**config.mk**
```make
export PLATFORM = sky130hd
export DESIGN_NAME = micro_mem_responder_flat
export DESIGN_NICKNAME = d
export VERILOG_FILES = /design/src/rtl/micro_mem_responder_if.sv /design/src/rtl/micro_mem_responder.sv /design/src/flat_wrapper.sv
export SDC_FILE = /design/constraint.sdc
export NUM_CORES = 2
export LEC_CHECK = 0
export CAP_MARGIN = 15
export CORE_MARGIN = 4
export CORE_UTILIZATION = 30
export CTS_CLUSTER_SIZE = 25
export DETAILED_ROUTE_END_ITERATION = 8
export HOLD_SLACK_MARGIN = 0.1
export PLACE_DENSITY = 0.52
export SLEW_MARGIN = 25
export SYNTH_ARGS = -nofsm -noshare
export SYNTH_HDL_FRONTEND = slang
export SYNTH_MEMORY_MAX_BITS = 65536
export SYNTH_SLANG_ARGS = --single-unit
```
**constraint.sdc**
```tcl
create_clock -name i_Clk -period 6.58 [get_ports i_Clk]
set_clock_uncertainty 0.05 [all_clocks]
set_input_delay 1.316 -clock i_Clk [delete_from_list [all_inputs] [get_ports i_Clk]]
set_output_delay 1.316 -clock i_Clk [all_outputs]
set_load 0.005 [all_outputs]
```
**src/rtl/micro_mem_responder_if.sv**
```systemverilog
// micro_mem_responder_if: core fetch/data buses and program-loader handshake.
// slave is the responder side; master is the core/loader side.
interface micro_mem_responder_if;
    logic [7:0] i_Address_Instruction_Bus;
    logic [8:0] o_Instruction;
    logic [7:0] i_Address_Data_Bus;
    logic [7:0] i_DataOut_Bus;
    logic       i_Data_We;
    logic [7:0] o_Data_bus;
    logic       i_Load_Valid;
    logic       o_Load_Ready;
    logic [8:0] i_Load_Data;
    logic       i_Load_Last;
    logic       i_Reload;
    logic       o_Core_Rst;
    logic       o_Load_Err;
    logic [8:0] o_Load_Csum;
    modport slave (
        input  i_Address_Instruction_Bus, i_Address_Data_Bus, i_DataOut_Bus, i_Data_We,
               i_Load_Valid, i_Load_Data, i_Load_Last, i_Reload,
        output o_Instruction, o_Data_bus, o_Load_Ready, o_Core_Rst, o_Load_Err, o_Load_Csum
    );
    modport master (
        output i_Address_Instruction_Bus, i_Address_Data_Bus, i_DataOut_Bus, i_Data_We,
               i_Load_Valid, i_Load_Data, i_Load_Last, i_Reload,
        input  o_Instruction, o_Data_bus, o_Load_Ready, o_Core_Rst, o_Load_Err, o_Load_Csum
    );
endinterface

```
**src/rtl/micro_mem_responder.sv**
```systemverilog
// micro_mem_responder: instruction/data memory for the 5A core with a LOAD/RUN program loader.
// Define MEM_LOAD_CSUM_EN to build the XOR checksum of loaded words on o_Load_Csum.
module micro_mem_responder #(
    parameter int IMEM_DEPTH = 256,
    parameter int DMEM_DEPTH = 256
) (
    input  logic i_Clk,
    input  logic i_Rst,
    micro_mem_responder_if.slave bus
);
    typedef enum logic {LOAD, RUN} state_t;
    state_t     r_state, w_next;
    logic [7:0] r_ptr;
    logic       r_err;
    logic [8:0] r_imem [IMEM_DEPTH];
    logic [7:0] r_dmem [DMEM_DEPTH];
    logic       w_accept, w_full, w_reload, w_imem_hit, w_dmem_hit, w_dwe;
    assign w_accept   = bus.i_Load_Valid && r_state == LOAD;
    assign w_full     = 32'(r_ptr) == IMEM_DEPTH - 1;
    assign w_reload   = bus.i_Reload && r_state == RUN;
    assign w_imem_hit = 32'(bus.i_Address_Instruction_Bus) < IMEM_DEPTH;
    assign w_dmem_hit = 32'(bus.i_Address_Data_Bus) < DMEM_DEPTH;
    assign w_dwe      = bus.i_Data_We && r_state == RUN && w_dmem_hit;
    always_ff @(posedge i_Clk or posedge i_Rst)
        if (i_Rst) r_state <= LOAD;
        else r_state <= w_next;
    always_comb begin
        w_next = r_state;
        w_next = (r_state == LOAD) ? ((w_accept && (bus.i_Load_Last || w_full)) ? RUN : LOAD)
                                   : (bus.i_Reload ? LOAD : RUN);
    end
    // The final slot ends the load even without last; ptr wraps but state has left LOAD.
    always_ff @(posedge i_Clk or posedge i_Rst)
        if (i_Rst) begin
            r_ptr <= 8'd0;
            r_err <= 1'b0;
        end else if (w_accept) begin
            r_ptr <= r_ptr + 8'd1;
            if (w_full && !bus.i_Load_Last) r_err <= 1'b1;
        end else if (w_reload) begin
            r_ptr <= 8'd0;
            r_err <= 1'b0;
        end
    always_ff @(posedge i_Clk) begin
        if (w_accept) r_imem[r_ptr] <= bus.i_Load_Data;
        if (w_dwe) r_dmem[bus.i_Address_Data_Bus] <= bus.i_DataOut_Bus;
    end
    assign bus.o_Load_Ready  = r_state == LOAD;
    assign bus.o_Core_Rst    = r_state == LOAD;
    assign bus.o_Load_Err    = r_err;
    assign bus.o_Instruction = (r_state == RUN && w_imem_hit) ? r_imem[bus.i_Address_Instruction_Bus] : 9'h000;
    assign bus.o_Data_bus    = (r_state == RUN && w_dmem_hit) ? r_dmem[bus.i_Address_Data_Bus] : 8'h00;
`ifdef MEM_LOAD_CSUM_EN
    logic [8:0] r_csum;
    always_ff @(posedge i_Clk or posedge i_Rst)
        if (i_Rst) r_csum <= 9'h000;
        else if (w_accept) r_csum <= r_csum ^ bus.i_Load_Data;
        else if (w_reload) r_csum <= 9'h000;
    assign bus.o_Load_Csum = r_csum;
`else
    assign bus.o_Load_Csum = 9'h000;
`endif
endmodule

```
**src/flat_wrapper.sv**
```systemverilog
// flat-port wrapper written by rule: the top's interface ports become plain ports
module micro_mem_responder_flat 
#(
    parameter int IMEM_DEPTH = 256,
    parameter int DMEM_DEPTH = 256
)
  (i_Clk, i_Rst, bus_i_Address_Instruction_Bus, bus_i_Address_Data_Bus, bus_i_DataOut_Bus, bus_i_Data_We, bus_i_Load_Valid, bus_i_Load_Data, bus_i_Load_Last, bus_i_Reload, bus_o_Instruction, bus_o_Data_bus, bus_o_Load_Ready, bus_o_Core_Rst, bus_o_Load_Err, bus_o_Load_Csum);
  micro_mem_responder_if bus_i ();
  input  logic i_Clk;
  input  logic i_Rst;
  input wire logic [$bits(bus_i.i_Address_Instruction_Bus)-1:0] bus_i_Address_Instruction_Bus;
  input wire logic [$bits(bus_i.i_Address_Data_Bus)-1:0] bus_i_Address_Data_Bus;
  input wire logic [$bits(bus_i.i_DataOut_Bus)-1:0] bus_i_DataOut_Bus;
  input wire logic [$bits(bus_i.i_Data_We)-1:0] bus_i_Data_We;
  input wire logic [$bits(bus_i.i_Load_Valid)-1:0] bus_i_Load_Valid;
  input wire logic [$bits(bus_i.i_Load_Data)-1:0] bus_i_Load_Data;
  input wire logic [$bits(bus_i.i_Load_Last)-1:0] bus_i_Load_Last;
  input wire logic [$bits(bus_i.i_Reload)-1:0] bus_i_Reload;
  output wire logic [$bits(bus_i.o_Instruction)-1:0] bus_o_Instruction;
  output wire logic [$bits(bus_i.o_Data_bus)-1:0] bus_o_Data_bus;
  output wire logic [$bits(bus_i.o_Load_Ready)-1:0] bus_o_Load_Ready;
  output wire logic [$bits(bus_i.o_Core_Rst)-1:0] bus_o_Core_Rst;
  output wire logic [$bits(bus_i.o_Load_Err)-1:0] bus_o_Load_Err;
  output wire logic [$bits(bus_i.o_Load_Csum)-1:0] bus_o_Load_Csum;
  assign bus_i.i_Address_Instruction_Bus = bus_i_Address_Instruction_Bus;
  assign bus_i.i_Address_Data_Bus = bus_i_Address_Data_Bus;
  assign bus_i.i_DataOut_Bus = bus_i_DataOut_Bus;
  assign bus_i.i_Data_We = bus_i_Data_We;
  assign bus_i.i_Load_Valid = bus_i_Load_Valid;
  assign bus_i.i_Load_Data = bus_i_Load_Data;
  assign bus_i.i_Load_Last = bus_i_Load_Last;
  assign bus_i.i_Reload = bus_i_Reload;
  assign bus_o_Instruction = bus_i.o_Instruction;
  assign bus_o_Data_bus = bus_i.o_Data_bus;
  assign bus_o_Load_Ready = bus_i.o_Load_Ready;
  assign bus_o_Core_Rst = bus_i.o_Core_Rst;
  assign bus_o_Load_Err = bus_i.o_Load_Err;
  assign bus_o_Load_Csum = bus_i.o_Load_Csum;
  micro_mem_responder #(.IMEM_DEPTH(IMEM_DEPTH), .DMEM_DEPTH(DMEM_DEPTH)) u_core (.i_Clk(i_Clk), .i_Rst(i_Rst), .bus(bus_i));
endmodule
```
Yosys cells after proc, flatten, opt, wreduce, memory -nomap -nowiden
Memory sizes are Yosys's and may differ from the RTL's.
Cells that the tools add are included.
{"block": "classes", "n_eq_ne": 2, "reduce_logical": 9, "shift": 0, "bitwise_logic": 1, "order_cmp": 0, "mux": 14, "n_addsub": 1, "n_div": 0, "mul": 0}
{"op": "8-bit two-way mux", "n": 3}
{"op": "1-bit two-way mux", "n": 10}
{"op": "9-bit two-way mux", "n": 1}
{"op": "8-bit by 1-bit adder with 8-bit output (second input constant)", "n": 1}
{"op": "8-bit equality test (second input constant)", "n": 1}
{"op": "1-bit logical AND", "n": 5}
{"op": "2-bit != test (second input constant)", "n": 1}
{"op": "2-bit AND reduction", "n": 1}
{"op": "2-bit nonzero test", "n": 1}
{"op": "1-bit zero test", "n": 1}
{"op": "1-bit logical OR", "n": 1}
{"op": "1-bit NOT", "n": 1}
{"block": "totals", "mem_bits_ro": 0, "elab_cells": 32, "mem_bits_rw": 4352, "ff_bits": 10, "in_bits": 39, "mem_count": 2, "latch_bits": 0, "out_inout_bits": 29}
{"memory": "u_core.r_imem", "depth": 256, "word_bits": 9, "rd": 1, "rd_clocked_by_memory_dff": 0, "wr": 1, "line_no": "micro_mem_responder.sv:15", "source": "logic [8:0] r_imem [IMEM_DEPTH];"}
{"memory": "u_core.r_dmem", "depth": 256, "word_bits": 8, "rd": 1, "rd_clocked_by_memory_dff": 0, "wr": 1, "line_no": "micro_mem_responder.sv:16", "source": "logic [7:0] r_dmem [DMEM_DEPTH];"}

Longest topological paths before layout
{"block": "logic_depth", "ltp_word": 5, "mapped_depth": 13, "depth_no_buf": 7}

Worst setup path before layout
Ideal clock, no wire load.
{"block": "synth_timing", "path_kind": "input-to-output", "from": "in bus_i_Address_Data_Bus[0]", "to": "out bus_o_Data_bus[4]", "path_buffers": 4, "path_slack_ns": 1.774, "stages": 9, "required_ns": 5.214, "t_arrival_ns": 3.440, "cell_sequence": "buf_6 -> buf_2 -> buf_2 -> buf_4 -> mux4_2 -> a22oi_1 -> a21oi_1 -> o41ai_2 -> o41ai_1"}
{"block": "synth_via", "elab_chain_cells": 2}
{"element": "start, declared", "line_no": "flat_wrapper.sv:12", "source": "input wire logic [$bits(bus_i.i_Address_Data_Bus)-1:0] bus_i_Address_Data_Bus;"}
{"element": "memory 256 x 8 bit"}
{"element": "8-bit two-way mux", "line_no": "micro_mem_responder.sv:52", "source": "assign bus.o_Data_bus = (r_state == RUN && w_dmem_hit) ? r_dmem[bus.i_Address_Data_Bus] : 8'h00;"}
{"element": "end, declared", "line_no": "flat_wrapper.sv:20", "source": "output wire logic [$bits(bus_i.o_Data_bus)-1:0] bus_o_Data_bus;"}
No other way between the ends.

Final worst setup path
{"block": "layout_timing", "from": "in bus_i_Address_Data_Bus[7]", "to": "out bus_o_Data_bus[3]"}
The elaborated chain is that of the path after synthesis.

==> flow_summary.ini <==
[cts]
clock-sinks = 4362
cts-buffers-inserted = 451
clockBufferDepth = 4
cts.clk_slew.worst_paths_ns = 0.06
insertion_delay_ns = 1.08
cts_root_buf = clkbuf_16
cts_tree = built
cts_max_level = 5
cts_setup_buffers = 0

[status]
outcome = complete, but fails checks
violations = setup timing

[run]
cap_violations = 0

[critical_path]
worst_setup_path_start_kind = input pin
arrival_ns = 5.28
crit_type = in -> out
crit_required_ns = 5.21
path_max_fanout = 19
end_kind = primary output

[timing]
slew_headroom_pct = 19.8
fin_hold_ws_ns = 0.536
fmax_mhz = 150
tns_ns = -0.102
drv_slew = 0
setup_viol = 2
tightest_slew_ns = 1.20
final-hold-violation-count = 0
min_period_ns = 6.65
min_period_over_period_pct = 101
worst_slack_ns = -0.0688
rsz0062_at_grt = false

[worst_hold_path]
hold_class = reg -> reg

[die]
dieWidth_um = 760
start_util_pct = 30.2
rows = 275
core_area_mm2 = 0.562
dieArea_mm2 = 0.577
die_height_um = 760
num_io_pins = 68

[synthesis]
synth_top_family_by_area = multiplexers
synth_seq_cells = 4362
syn_area_mm2 = 0.170
synth_compound_area_share_pct = 2.70
yosys.area_share.adder_pct = 0.0295
synth_edf_count = 4352
ys.flop_type = edfxtp_1
ys_warn_count = 0
synthSimpleGateAreaFrac_pct = 2.92
avgSynthCellArea_um2 = 21.2
synthXorXnorAreaFrac_pct = 0
synth.distinct_cells = 75
syn_inst = 8008
synthArstFlopShare_pct = 0.229
synthMuxAreaShare_pct = 15.5
seq_area_frac_synth_pct = 77.2

[grt]
grt_pass1_vias = 87200
overflow = 0
track_usage_pct = 16.7
grt_max_degree = 194
grt_pass1_wl_mm = 696
antenna_found_initial = 17

[power_and_ir_drop]
p_leak_uw = 0.0605
vdd_drop_max_v = 0.000290
p_per_area_mw_per_mm2 = 299

[placed_design]
place_congestion = 0.910
port_buffers = 58
post-place-ws_ns = -0.372
placed_area_mm2 = 0.182
hpwl_mm = 318

[routing]
viasPerCell = 5.24
drc = 0
routedWlPerCell_um = 30.3
vias = 86100
firstDrtPassIters = 6
drtAntennaViolNets = 0
dr.first_iter.drc_count = 10900
totalWireLength_mm = 499

[final_layout]
mostFrequentLayoutCell = edfxtp_1
multi_input_area_mm2 = 0.0361
final_area_mm2 = 0.197
drive_above_1_share_pct = 25.9
regArea_mm2 = 0.131
fill_cells = 51900
final_nets = 8633
mostFrequentLayoutCells = edfxtp_1 (4,352), mux4_2 (1,012), nor2_1 (589)
area_growth_pct = 16.2
fin_util_pct = 35.1
power breakdown:
part | internal [µW] | switching (µW) | leakage (µW)
sequential | 30600 | 29.7 | 0.0392
clock | 14100 | 10900 | 0.00699
combinational | 1140 | 2190 | 0.0143
routing by layer:
metal / GRT usage [%] / up-vias / routed length (µm)
met5: 0 / - / 58
met4: 5.95 / 8 / 20400
met3: 3.29 / 869 / 38600
met2: 26.8 / 3871 / 234000
met1: 22.7 / 46600 / 205000
li1: - / 34700 / -
final cells by class:
cell class                 count  share of cell area, %
antenna                        5                0.00635
clock buffer                 559                   5.95
clock inverter               267                   1.35
inverter                      11                 0.0254
multi-input combinational   3150                   18.3
sequential                  4362                   66.4
tap                         7479                   4.75
timing repair buffer         614                   3.15
worst max-delay path: stages:
cell and delay, ns:
clkdlybuf4s50_1 0.80, buf_4 0.37, nand4b_1 0.33, nor2_1 0.54
o21ai_0 0.33, o22ai_1 0.26, buf_4 0.16, nor4_1 0.06
a41oi_2 0.42, buf_4 0.19, clkdlybuf4s50_1 0.49
final timing paths:
kind	startpoint	endpoint	slack, ns	cells after the start
max reg2reg	u_core.r_state	u_core.r_dmem[53][2]	2.21	6
max in group asynchronous	i_Rst	u_core.r_ptr[2]	5.39	2
max	bus_i_Address_Data_Bus[7]	bus_o_Data_bus[3]	-0.07	11
min in group asynchronous	i_Rst	u_core.r_ptr[4]	0.75	2
min	u_core.r_ptr[4]	u_core.r_ptr[4]	0.54	1
min reg2reg	u_core.r_ptr[4]	u_core.r_ptr[4]	0.54	1
kinds of logic after synthesis:
kind of cell / Yosys count
simple gates: 1127
other cells: 1
compound gates: 657
mux: 1353
buf+inv: 504
fa+ha+maj: 4
flops: 4362
cell usage after synthesis, types with 17 or more instances:
| cell type | count | area share, % |
|---|---|---|
| edfxtp_1 | 4352 | 77 |
| mux4_2 | 1012 | 13 |
| nor2_1 | 622 | 1.4 |
| mux2i_1 | 315 | 1.9 |
| clkbuf_1 | 201 | 0.44 |
| nand2_1 | 193 | 0.43 |
| buf_2 | 134 | 0.40 |
| a22oi_1 | 131 | 0.58 |
| a21oi_1 | 101 | 0.30 |
| nand3_1 | 96 | 0.28 |
| o21ai_0 | 87 | 0.26 |
| o22ai_1 | 87 | 0.32 |
| o221ai_1 | 68 | 0.35 |
| buf_4 | 57 | 0.25 |
| buf_6 | 50 | 0.33 |
| nor3_1 | 46 | 0.14 |
| buf_1 | 35 | 0.077 |
| a211oi_1 | 27 | 0.12 |
| mux2_2 | 26 | 0.17 |
| nor4_1 | 24 | 0.089 |
| nand4_1 | 23 | 0.085 |
| o211ai_1 | 23 | 0.10 |
| and3_1 | 20 | 0.074 |
| nor2b_1 | 20 | 0.074 |
| a221oi_1 | 17 | 0.088 |
what timing repair did:
item | 4_1_cts | 5_1_grt
setup endpoints to repair | 7 | 6
gates resized for setup | 11 | 8
hold buffers | 0 | 0
state kept, by name, summed over array words and instances, names as in the netlist:
register	count
u_core.r_state	1
u_core.r_dmem	2048
u_core.bus.o_Load_Err	1
u_core.r_imem	2304
u_core.r_ptr	8
per-stage QoR:
step	instances	power (µW)
after floorplan	8016	32700
after global placement	15600	34500
after detailed placement	15600	34600
after CTS	16400	59400
after global routing	16400	60700
final	16400	59000
Note: power is estimated with default switching activity, not from simulation.
